===== src/rtl/led_blink_arbiter.sv =====
// led_blink_arbiter
//   Shares the single board indicator LED1 between four requesters. Each
//   requester asks for a blink code of 1..8 blinks; the block grants the LED
//   round-robin, plays the blink pattern on a prescaled OSC tick and pulses
//   DONE back to the served requester.
//
// Ports
//   OSC   in   system clock, all state on rising edge
//   RST   in   asynchronous active-high reset
//   REQ   in   [3:0]  request level per requester, sampled only in IDLE
//   CODE  in   [11:0] blink count CODE[3i+2:3i] for requester i (0 = 8)
//   GNT   out  [3:0]  one-hot grant, held for the whole service
//   DONE  out  [3:0]  one-cycle pulse to the served requester
//   BUSY  out         high while a grant is active
//   LED1  out         shared indicator
module led_blink_arbiter #(
  parameter int TICK_DIV  = 4,
  parameter int ON_TICKS  = 2,
  parameter int OFF_TICKS = 2,
  parameter int GAP_TICKS = 4
) (
  input  logic        OSC,
  input  logic        RST,
  input  logic [3:0]  REQ,
  input  logic [11:0] CODE,
  output logic [3:0]  GNT,
  output logic [3:0]  DONE,
  output logic        BUSY,
  output logic        LED1
);

  localparam int PW   = (TICK_DIV > 1) ? $clog2(TICK_DIV) : 1;
  localparam int MAXA = (ON_TICKS > OFF_TICKS) ? ON_TICKS : OFF_TICKS;
  localparam int MAXT = (MAXA > GAP_TICKS) ? MAXA : GAP_TICKS;
  localparam int HW   = (MAXT > 1) ? $clog2(MAXT) : 1;

  typedef enum logic [1:0] {S_IDLE, S_ON, S_OFF, S_GAP} state_t;

  state_t          state;
  logic [PW-1:0]   pre;     // OSC prescaler
  logic [HW-1:0]   phase;   // ticks spent in current phase
  logic [3:0]      blinks;  // blinks still to play, including the current one
  logic [1:0]      ptr;     // last served requester
  logic            tick;

  // Per-requester blink count, CODE slice 0 meaning 8.
  logic [3:0][3:0] cnt_dec;
  for (genvar i = 0; i < 4; i++) begin : g_lane
    assign cnt_dec[i] = (CODE[3*i +: 3] == 3'd0) ? 4'd8 : {1'b0, CODE[3*i +: 3]};
  end

  // Round-robin pick: walk from lowest priority (ptr itself) up to highest
  // (ptr+1) so the highest-priority requester overwrites the others.
  logic [1:0] pick;
  logic       pick_vld;
  always_comb begin
    logic [1:0] idx;
    pick     = ptr;
    pick_vld = 1'b0;
    idx      = ptr;
    for (int k = 4; k >= 1; k--) begin
      idx = ptr + 2'(k);
      if (REQ[idx]) begin
        pick     = idx;
        pick_vld = 1'b1;
      end
    end
  end

  assign tick = (pre == PW'(TICK_DIV - 1));

  always_ff @(posedge OSC or posedge RST) begin
    if (RST) begin
      state  <= S_IDLE;
      pre    <= '0;
      phase  <= '0;
      blinks <= '0;
      ptr    <= 2'd3;
      GNT    <= '0;
      DONE   <= '0;
      BUSY   <= 1'b0;
      LED1   <= 1'b0;
    end else begin
      DONE <= '0;
      // Phase ends always land on a tick, so the wrap keeps phases aligned.
      if (state != S_IDLE) pre <= tick ? '0 : pre + 1'b1;
      case (state)
        S_IDLE: begin
          if (pick_vld) begin
            GNT    <= 4'b0001 << pick;
            BUSY   <= 1'b1;
            LED1   <= 1'b1;
            blinks <= cnt_dec[pick];
            ptr    <= pick;
            pre    <= '0;
            phase  <= '0;
            state  <= S_ON;
          end
        end
        S_ON: begin
          if (tick) begin
            if (phase == HW'(ON_TICKS - 1)) begin
              phase  <= '0;
              LED1   <= 1'b0;
              blinks <= blinks - 1'b1;
              // Last blink skips OFF and goes straight to the trailing gap.
              state  <= (blinks == 4'd1) ? S_GAP : S_OFF;
            end else begin
              phase <= phase + 1'b1;
            end
          end
        end
        S_OFF: begin
          if (tick) begin
            if (phase == HW'(OFF_TICKS - 1)) begin
              phase <= '0;
              LED1  <= 1'b1;
              state <= S_ON;
            end else begin
              phase <= phase + 1'b1;
            end
          end
        end
        S_GAP: begin
          if (tick) begin
            if (phase == HW'(GAP_TICKS - 1)) begin
              phase <= '0;
              DONE  <= GNT;
              GNT   <= '0;
              BUSY  <= 1'b0;
              state <= S_IDLE;
            end else begin
              phase <= phase + 1'b1;
            end
          end
        end
        default: state <= S_IDLE;
      endcase
    end
  end

endmodule


===== config.mk =====
export PLATFORM = sky130hd
export DESIGN_NAME = led_blink_arbiter
export DESIGN_NICKNAME = d
export VERILOG_FILES = /design/src/rtl/led_blink_arbiter.sv
export SDC_FILE = /design/constraint.sdc
export NUM_CORES = 1
export LEC_CHECK = 0
export CAP_MARGIN = 20
export CORE_UTILIZATION = 35
export CTS_CLUSTER_SIZE = 40
export DETAILED_ROUTE_END_ITERATION = 16
export HOLD_SLACK_MARGIN = 0.03
export SLEW_MARGIN = 30
export SYNTH_ARGS = -nofsm -noshare
export SYNTH_HDL_FRONTEND = slang
export SYNTH_SLANG_ARGS = --single-unit
export TNS_END_PERCENT = 10

===== constraint.sdc =====
create_clock -name OSC -period 2 [get_ports OSC]
set_input_delay 0.6 -clock OSC [delete_from_list [all_inputs] [get_ports OSC]]
set_output_delay 0.6 -clock OSC [all_outputs]
set_load 0.005 [all_outputs]

# After elaboration in Yosys (flattened, before gate mapping)
# Cells that the tools add are included.
# word_totals
regBits	22
inputBits	18
elab_cells	112
# classes
n_addsub	6
n_lt_le_gt_ge	5
eq_ne	15
shift	1
mux	60
reduce_logical	16
# op_table
cell	count
$mux 4	14
$mux 2	19
$mux 1	16
$pmux 4 s2	2
$lt 2x3->1 const B	5
$ne 2x2->1 const B	7
$logic_not 3->1	4
$bmux 1 s2	4
$bmux 4 s2	1
$eq 2x2->1 const B	4
$pmux 2 s4	1
$reduce_and 4->1	2
$reduce_and 7->1	1
$add 2x1->2 const B	3
$pmux 2 s3	1
$reduce_and 6->1	1
$reduce_bool 2->1	3
$add 2x2->2 const B	2
$eq 2x1->1 const B	2
$eq 4x1->1 const B	1
$shl 1x2->4 const A	1
$sub 4x1->4 const B	1
$pmux 1 s3	1
$reduce_and 3->1	1
other kinds (6)	6

# Depth between registers and ports, before layout
# Gate-level depths: netlist (run 1).
# logic_depth
depth_word	10
mapped_depth	9
depth_no_buf	8

# Worst setup path after synthesis (run 1)
# OpenSTA, ideal clock, no wires.
# synth_timing
path_type	input port to flip-flop
startpoint	input port REQ[0]
endpoint	register blinks[2]
setup_time_ns	0.094
t_arrival_ns	1.879
path_slack_ns	0.027
cell_stages	6
path_buffers	0
path_cell_list	o21ai_1 o21ai_1 a211oi_4 mux2i_1 mux2_2 a221oi_2
# synth_between
elab_chain_cells	9
# synth_rtl
element	line	text
from (decl)	24	input logic [3:0] REQ,
$bmux 1 s2	63	if (REQ[idx]) begin
$mux 1 (not written as such)	63	
$mux 2 (3 in series)	63	
$bmux 4 s2	93	blinks <= cnt_dec[pick];
$mux 4 (not written as such)	93	
$mux 4	89	if (pick_vld) begin
$pmux 4 s2	87	case (state)
to (signal assigned)	93	
to (signal assigned)	105	blinks <= blinks - 1'b1;
to (decl)	42	logic [3:0] blinks;
# Several ways; a longest one is shown, not always the timed one. The select of a mux whose other input is x is not followed.
# A chain may end at the register's enable or synchronous reset.

# Worst setup path after layout (run 1)
# layout_timing
startpoint	input port REQ[3]
endpoint	register blinks[1]
# Same word-level chain as after synthesis.

==> flow_summary.ini, run 1 <==
[floorplanning]
die_w_um = 66.45
core_area_sq_um = 4000
ios = 28
die-height_um = 66.45
std_cell_rows = 23
die_area_sq_um = 4416
start_util_pct = 36.35

[pwr]
power.share.clock_pct = 14.9
ir_drop_mv = 1.001
p_per_area_nw_per_um2 = 1422
sw_frac_of_total_pct = 37.93
p_leak_nw = 0.9056
power_frac_comb_pct = 57.5
p_seq_share_pct = 27.6
p_int_mw = 1.762
switching_power_mw = 1.077
p_total_mw = 2.839

[place]
gp_congestion = 0.8614
io_buffer_count = 27
placed_area_sq_um = 1862
hpwl_um = 2434

[clock_tree]
root_buffer = clkbuf_8
cts_tree = done
cts_buffer_depth = 2
clock_latency_ns = 0.26
h-tree-depth = 1
clkSinkCount = 22
clk_pin_slew_worst_paths_ns = 0.09
cts-buffers-inserted = 3

[routing]
viasPerCell = 5.209
drt_pre_antenna_iters = 4
antenna_left = 0
drc = 0
wl_per_cell_um = 13.26
via_count = 1271
wirelength_um = 3236
first_iter_violations = 55

[sta]
skew_ns = 0.004206
whs_ns = 0.4853
drv_slew = 0
tns_ns = 0
fin_crit_sh_pct = 97.03
period_needed_ns = 1.941
max_freq_mhz = 515.3
slew_headroom_pct = 77.07
tightest_slew_ns = 0.3391
setup_viol = 0
finalHoldViolations = 0
rsz0062_at_grt = true

[global_routing]
grt_use_met2_pct = 29.97
grt_pass1_vias = 1281
use_met1_pct = 18.86
grt_pass1_wl_um = 5499
grt_max_degree = 23
grt_usage_pct = 16.31
grt.busiest_layer = met2
antenna_found_initial = 0
grt.met3_usage_pct = 3.767
overflow = 0

[job]
drv_cap = 0

[yosys]
synth_area_sq_um = 1454
syn_area_per_cell_sq_um = 9.628
synth_ff_type = dfrtp_1
synth-edff-count = 0
synthTopCellsByCount = 20 x dfrtp_1, 14 x inv_1, 11 x nor2_1, 10 x ha_1, 9 x o21ai_0
synthCells = 151
synth_area_leader_cell = dfrtp_1
synth_top_cell_area_share_pct = 34.42
ys_types = 41
synth_most_common_cell = dfrtp_1
synth_async_sr_flop_share_pct = 100.0
yosys_warnings = 0
yosys_register_bits = 22
synth_area_leaders = dfrtp_1 34%, ha_1 8.6%, mux2i_1 4.8%, mux2_2 4.6%, dfstp_2 3.6%
seq_area_frac_synth_pct = 38.04
syn-num-nets = 179

[critical_path]
path_cells = dlygate4sd2_1 -> nand2b_1 -> a21oi_1 -> a311o_2 -> mux2_4 -> o21ai_2 -> o21ai_1
cp-start-kind = input port
crit_path_end_kind = flop
arrival_ns = 2.09
critPathSlowestCell = a311o_2
max_stage_delay_ns = 0.43
crit_type = input port to flop
cp_max_fo = 5
required_ns = 2.15

[final_layout]
antenna_cells = 0
drive_above_1_share_pct = 25.77
final_area_sq_um = 1997
area_growth_pct = 37.35
fin_nets = 223
fill_cells = 369

[run_status]
outcome = completed

[min_path]
hp-class = flop to flop
cells by family (layout without fill, tap and decap cells):
kind of cell               Yosys count  in the layout  share of synthesized area (%)
DFF                                 22             22                          38.04
muxes                               13             13                          9.466
buffers and inverters               19             62                          6.712
and+or+nand+nor                     50             50                          18.68
adders and majority gates           10             10                          8.606
AOI/OAI and AO/OA                   37             37                          18.50
cell type report:
| cell class | count | area [sq um] | share of cell area [%] |
|---|---|---|---|
| clock buffer | 3 | 41.29 | 2.068 |
| clock inverter | 1 | 30.03 | 1.504 |
| inverter | 14 | 52.55 | 2.632 |
| multi-input combinational | 110 | 860.8 | 43.11 |
| sequential | 22 | 553.0 | 27.69 |
| tap | 50 | 62.56 | 3.133 |
| timing repair buffer | 44 | 396.6 | 19.86 |
per-layer routing:
layer  part of all wire (%)  up-vias
met5                      0        -
met4                   0.77        0
met3                    3.1        4
met2                     53       22
met1                     43      628
li1                       -      617
stage by stage:
step | std cells | setup slack, ns | util, %
finish | 244 | 0.05943 | 49.92
global route | 244 | -0.04940 | 49.92
CTS | 244 | 0.001402 | 49.42
detailed placement | 239 | -0.4940 | 46.54
global placement | 239 | -0.4791 | 46.54
floorplan | 151 | 0.02701 | -
worst max-delay path: cells and delay by family:
family,cells,cell delay [ns]
buffers and inverters,1,0.32
AOI/OAI and AO/OA,4,0.74
muxes,1,0.33
and+or+nand+nor,1,0.10
cell usage in the layout (no fill, tap or decap), types with 3 or more instances in the layout:
cell type	instances
nor2b_1	3
dfrtp_1	20
inv_1	14
nand3_1	4
nand2b_1	3
nand2_1	8
clkdlybuf4s50_1	23
o21ai_2	3
mux2i_1	7
buf_6	3
ha_1	10
and2_1	4
a22o_1	4
o21ai_0	7
mux2_2	4
a21oi_1	7
buf_4	14
nor2_1	10
nor3_1	6
clkbuf_8	3
power groups by stage:
stage,logic (mW),registers (mW),clock network [mW]
4_1_cts,1.60,0.780,0.433
6_report,1.63,0.784,0.422
5_1_grt,1.83,0.810,0.452
3_5_place_dp,1.52,0.786,0
3_3_place_gp,1.47,0.776,0
2_1_floorplan,1.05,0.749,0
final timing paths:
kind	end	cells past startpoint	startpoint	slack, ns
max	blinks[1]$_DFFE_PP0P_	7	REQ[3]	0.06
max reg2reg	blinks[1]$_DFFE_PP0P_	6	ptr[1]$_DFFE_PP1P_	0.11
min	BUSY$_DFFE_PP0P_	2	BUSY$_DFFE_PP0P_	0.49
max in group asynchronous	ptr[0]$_DFFE_PP1P_	3	RST	1.05
min reg2reg	BUSY$_DFFE_PP0P_	2	BUSY$_DFFE_PP0P_	0.49
min in group asynchronous	state[1]$_DFFE_PP0P_	3	RST	0.67
flip-flops by register name, summed over array words and instances, names as in the netlist:
signal,flops
BUSY,1
DONE,4
GNT,4
LED1,1
blinks,4
phase,2
pre,2
ptr,2
state,2
what timing repair did:
action	CTS	global route
resized for setup	13	12
gates cloned	0	0
setup buffers	1	0
endpoints found under the setup margin	14	5
hold buffers	0	0
pin swaps	4	6
Power figures use the tool's default switching activity.
==> inputs of run 2 (changes only) <==
Settings changed: GPL_TIMING_DRIVEN set to 0.
==> run 2 against run 1 <==
Against the previous run: non-clock buffer count fell by 7; largest power group unchanged; register-to-register slack got worse by 0.05 ns; combinational power fell by 6%; largest cell class unchanged.
==> flow_summary.ini, run 2 (synthesis results as in run 1) <==
[routing]
wirelength_um = 3243
antenna_left = 0
first_iter_violations = 43
viasPerCell = 5.194
drc = 0
drt_pre_antenna_iters = 4
wl_per_cell_um = 13.68
via_count = 1231

[final_layout]
top_regs = DONE: 4 flops, GNT: 4 flops, blinks: 4 flops
area_growth_pct = 32.44
final_area_sq_um = 1926
fill_cells = 374
fin_cells = 237
drive_above_1_share_pct = 22.46
antenna_cells = 0
fin_nets = 216
fin_util_pct = 48.14
mostFrequentLayoutCell = clkdlybuf4s50_1
mostFrequentLayoutCells = 23 x clkdlybuf4s50_1, 20 x dfrtp_1, 13 x inv_1

[job]
drv_cap = 0

[global_routing]
grt_pass1_vias = 1199
grt_usage_pct = 16.05
grt_max_degree = 23
grt_pass1_wl_um = 5416
antenna_found_initial = 0
overflow = 0

[sta]
finalHoldViolations = 0
rsz0062_at_grt = true
slew_headroom_pct = 42.02
max_freq_mhz = 514.3
drv_slew = 0
setup_viol = 0
tightest_slew_ns = 0.8687
skew_ns = 0.009741
period_needed_ns = 1.944
fin_crit_sh_pct = 97.21
tns_ns = 0

[place]
hpwl_um = 2414
placed_cells = 228
io_buffer_count = 27
gp_congestion = 0.7483
placed_area_sq_um = 1787

[floorplanning]
die_w_um = 66.45
ios = 28
die_area_sq_um = 4416
std_cell_rows = 23
core_area_sq_um = 4000
die-height_um = 66.45
start_util_pct = 36.35

[pwr]
p_per_area_nw_per_um2 = 1419
p_int_mw = 1.679
p_seq_share_pct = 28.7
sw_frac_of_total_pct = 38.56
p_leak_nw = 0.8556
power.share.clock_pct = 15.2
ir_drop_mv = 0.6653
switching_power_mw = 1.054
power_frac_comb_pct = 56.1

[critical_path]
crit_buf_inv = 0
crit_path_end_kind = flop
max_stage_delay_ns = 0.59
cp-start-kind = flop
required_ns = 2.17
arrival_ns = 2.11
crit_type = flop to flop
cp_max_fo = 6
path_cells = mux2i_1 -> nor2_1 -> a311o_2 -> mux2_4 -> a221oi_2
critPathSlowestCell = dfstp_2
crit_family = compound AO/OA/AOI/OAI gates

[clock_tree]
cts_buffer_depth = 2
clk_pin_slew_worst_paths_ns = 0.09
clock_latency_ns = 0.26
h-tree-depth = 1
root_buffer = clkbuf_8
clkSinkCount = 22
cts-buffers-inserted = 3
cts_tree = done
cts_hold_buf = 0

[run_status]
outcome = completed

[min_path]
hp-class = flop to flop
==> run 2: cell types whose count changed in the layout (fill, tap and decap cells not counted), sizes merged <==
cell,delta
dlygate4sd2,-2
clkdlybuf4s15,+2
buf,-7
==> run 2: repair_timing <==
| action | CTS | global route |
|---|---|---|
| buffers inserted | 5 | 2 |
| gates resized for setup | 18 | 6 |
| pin swaps | 4 | 4 |
| endpoints found under the setup margin | 17 | 5 |
==> run 2: layer usage <==
metal | global-route usage (%) | share of wire (%) | vias to the layer above
met5 | 0 | 0 | -
met4 | 2.926 | 0.49 | 0
met3 | 4.281 | 3.5 | 4
met2 | 28.44 | 51 | 22
met1 | 19.47 | 45 | 599
li1 | - | - | 606
==> run 2: cell type report <==
type	instances	area, sq um	share of cell area [%]
Multi-Input combinational cell	110	847.1	43.99
Sequential cell	22	553.0	28.72
Timing Repair Buffer	34	319.1	16.57
Tap cell	50	62.56	3.249
Inverter	14	52.55	2.729
Clock buffer	3	41.29	2.144
Clock inverter	1	30.03	1.559
Buffer	3	20.02	1.040
==> run 2: stage by stage <==
stage / worst slack [ns] / hold WS [ns] / power (mW)
floorplan: 0.02701 / 0.4461 / 1.800
global placement: -0.8881 / 0.4586 / 2.128
detailed placement: -0.8828 / 0.4707 / 2.206
CTS: 0.006687 / 0.4824 / 2.701
global route: -0.01572 / 0.5104 / 2.973
finish: 0.05573 / 0.4830 / 2.732
==> run 2: power groups by stage <==
stage               clock network (mW)  registers, mW  logic, mW
CTS                              0.424          0.768       1.51
global route                     0.455          0.810       1.71
detailed placement                   0          0.774       1.43
finish                           0.415          0.784       1.53
global placement                     0          0.763       1.37
floorplan                            0          0.749       1.05
==> run 2: final timing paths <==
path	startpoint	endpoint	slack [ns]	cells past startpoint
worst max-delay path	ptr[1]$_DFFE_PP1P_	blinks[2]$_DFFE_PP0P_	0.06	5
worst min-delay path	pre[0]$_DFF_PP0_	pre[0]$_DFF_PP0_	0.48	1
worst max register to register	ptr[1]$_DFFE_PP1P_	blinks[2]$_DFFE_PP0P_	0.06	5
worst min register to register	pre[0]$_DFF_PP0_	pre[0]$_DFF_PP0_	0.48	1
max in group asynchronous	RST	blinks[2]$_DFFE_PP0P_	0.64	2
min in group asynchronous	RST	BUSY$_DFFE_PP0P_	0.81	2
==> run 2: worst register-to-register path, stage by stage, from the launching register on <==
cell	delay, ns
dfstp_2	0.59
mux2i_1	0.19
nor2_1	0.06
a311o_2	0.43
mux2_4	0.33
a221oi_2	0.24
==> inputs of run 3 (changes only) <==
Settings changed: CAP_MARGIN 20 to 10, REMOVE_ABC_BUFFERS set to 1.
==> run 3 against run 2 <==
Against the previous run: the run now ends with setup timing left; critical path depth grew 3; via count shrank 4.4%; sequential power decreased by 0.9%; sequential cell count stayed put; maximum frequency down 2.8%; first-iteration DRC count up 12%; clock skew decreased by 0.0087 ns; count of clock-buffer cells in the layout is the same; largest cell class unchanged; largest power group unchanged.
==> flow_summary.ini, run 3 (synthesis results as in run 1) <==
[run_status]
outcome = complete, but fails checks
violations = setup timing

[global_routing]
grt_usage_pct = 14.98
grt_pass1_vias = 1181
overflow = 0
grt_pass1_wl_um = 5092
grt_max_degree = 23
antenna_found_initial = 0

[floorplanning]
start_util_pct = 36.35
ios = 28
die_area_sq_um = 4416
die_w_um = 66.45
core_area_sq_um = 4000
std_cell_rows = 23
die-height_um = 66.45

[pwr]
p_int_mw = 1.670
p_leak_nw = 0.8436
power_frac_comb_pct = 55.7
p_per_area_nw_per_um2 = 1398
sw_frac_of_total_pct = 37.76
switching_power_mw = 1.013
ir_drop_mv = 0.6768
p_seq_share_pct = 28.9
power.share.clock_pct = 15.4

[final_layout]
final_area_sq_um = 1919
drive_above_1_share_pct = 21.74
fin_nets = 213
antenna_cells = 0
mostFrequentLayoutCell = clkdlybuf4s50_1
mostFrequentLayoutCells = 23 x clkdlybuf4s50_1, 20 x dfrtp_1, 14 x inv_1
top_regs = DONE: 4 flops, GNT: 4 flops, blinks: 4 flops
area_growth_pct = 32.01

[critical_path]
rrSetupSlack_ns = 0.10
crit_path_end_kind = flop
cp-start-kind = input port
cp_max_fo = 6
crit_type = input port to flop
arrival_ns = 2.17
required_ns = 2.17
path_cells = dlygate4sd2_1 -> or2_4 -> a21oi_4 -> a211oi_4 -> buf_6 -> mux2i_1 -> mux2_2 -> a221oi_2
max_stage_delay_ns = 0.29
critPathSlowestCell = mux2_2

[sta]
slew_headroom_pct = 44.07
finalHoldViolations = 0
max_freq_mhz = 499.9
whs_ns = 0.4814
skew_ns = 0.001086
setup_viol = 1
drv_slew = 0
rsz0062_at_grt = true
fin_crit_sh_pct = 100.0
period_needed_ns = 2.000
tightest_slew_ns = 0.8380
setup_ws_ns = -0.0002813

[routing]
wl_per_cell_um = 12.76
drc = 0
drt_pre_antenna_iters = 4
first_iter_violations = 48
wirelength_um = 2985
antenna_left = 0
viasPerCell = 5.030
via_count = 1177

[job]
drv_cap = 0

[place]
gp_congestion = 0.7772
placed_area_sq_um = 1742
hpwl_um = 2272
place_ws_ns = -0.8133
io_buffer_count = 27

[clock_tree]
root_buffer = clkbuf_8
clock_latency_ns = 0.26
clkSinkCount = 22
cts_buffer_depth = 2
cts_tree = done
cts-buffers-inserted = 3
clk_pin_slew_worst_paths_ns = 0.08
h-tree-depth = 1

[min_path]
hp-class = flop to flop
==> run 3: cell types whose count changed in the layout (fill, tap and decap cells not counted), sizes merged <==
cell,change
dlygate4sd2,+3
buf,-3
clkbuf,-2
clkdlybuf4s15,-1
==> run 3: per-stage QoR <==
step / setup TNS [ns] / power, mW / utilization (%) / cells
floorplan: 0 / 1.730 / - / 146
global placement: -10.25 / 2.055 / 43.54 / 223
detailed placement: -10.58 / 2.106 / 43.54 / 223
CTS: 0 / 2.636 / 47.17 / 232
global route: -0.1255 / 2.917 / 47.98 / 234
finish: -0.0002813 / 2.684 / 47.98 / 234
==> run 3: cell type report <==
cell class                 count  area (sq um)
clock inverter                 1         30.03
tap                           50         62.56
inverter                      14         52.55
timing repair buffer          34         324.1
fill                         367          2081
sequential                    22         553.0
multi-input combinational    110         855.8
clock buffer                   3         41.29
==> run 3: path summary, 6_finish.rpt <==
path                                         end  cells past startpoint                from
max                        blinks[2]$_DFFE_PP0P_                      8              REQ[2]
min                             BUSY$_DFFE_PP0P_                      2    BUSY$_DFFE_PP0P_
max reg2reg                blinks[1]$_DFFE_PP0P_                      6  ptr[1]$_DFFE_PP1P_
min reg2reg                     BUSY$_DFFE_PP0P_                      2    BUSY$_DFFE_PP0P_
max in group asynchronous      DONE[2]$_DFF_PP0_                      2                 RST
min in group asynchronous      DONE[1]$_DFF_PP0_                      2                 RST
==> run 3: metal layers <==
| metal | vias up | GRT usage (%) | share of wire [%] |
|---|---|---|---|
| li1 | 594 | - | - |
| met1 | 565 | 18.57 | 48 |
| met2 | 16 | 26.28 | 48 |
| met3 | 2 | 4.110 | 3.1 |
| met4 | 0 | 2.128 | 0.44 |
| met5 | - | 0 | 0 |
==> run 3: worst max-delay path, delay by kind of cell <==
family                 cells  cell delay (ns)
AO/OA/AOI/OAI              3             0.46
multiplexers               2             0.42
buffers and inverters      2             0.42
AND/OR/NAND/NOR            1             0.27
==> run 3: power by group through the flow <==
| stage | logic, mW | clock network, mW | registers [mW] |
|---|---|---|---|
| after floorplan | 0.965 | 0 | 0.765 |
| after global placement | 1.27 | 0 | 0.781 |
| after detailed placement | 1.31 | 0 | 0.793 |
| after CTS | 1.42 | 0.426 | 0.786 |
| after global routing | 1.66 | 0.447 | 0.808 |
| final | 1.49 | 0.413 | 0.777 |
==> run 3: timing repair <==
item	in CTS	in global routing
setup buffers	5	2
hold buffers	0	0
pin swaps	5	2
gates resized for setup	14	5
setup endpoints to repair	16	5
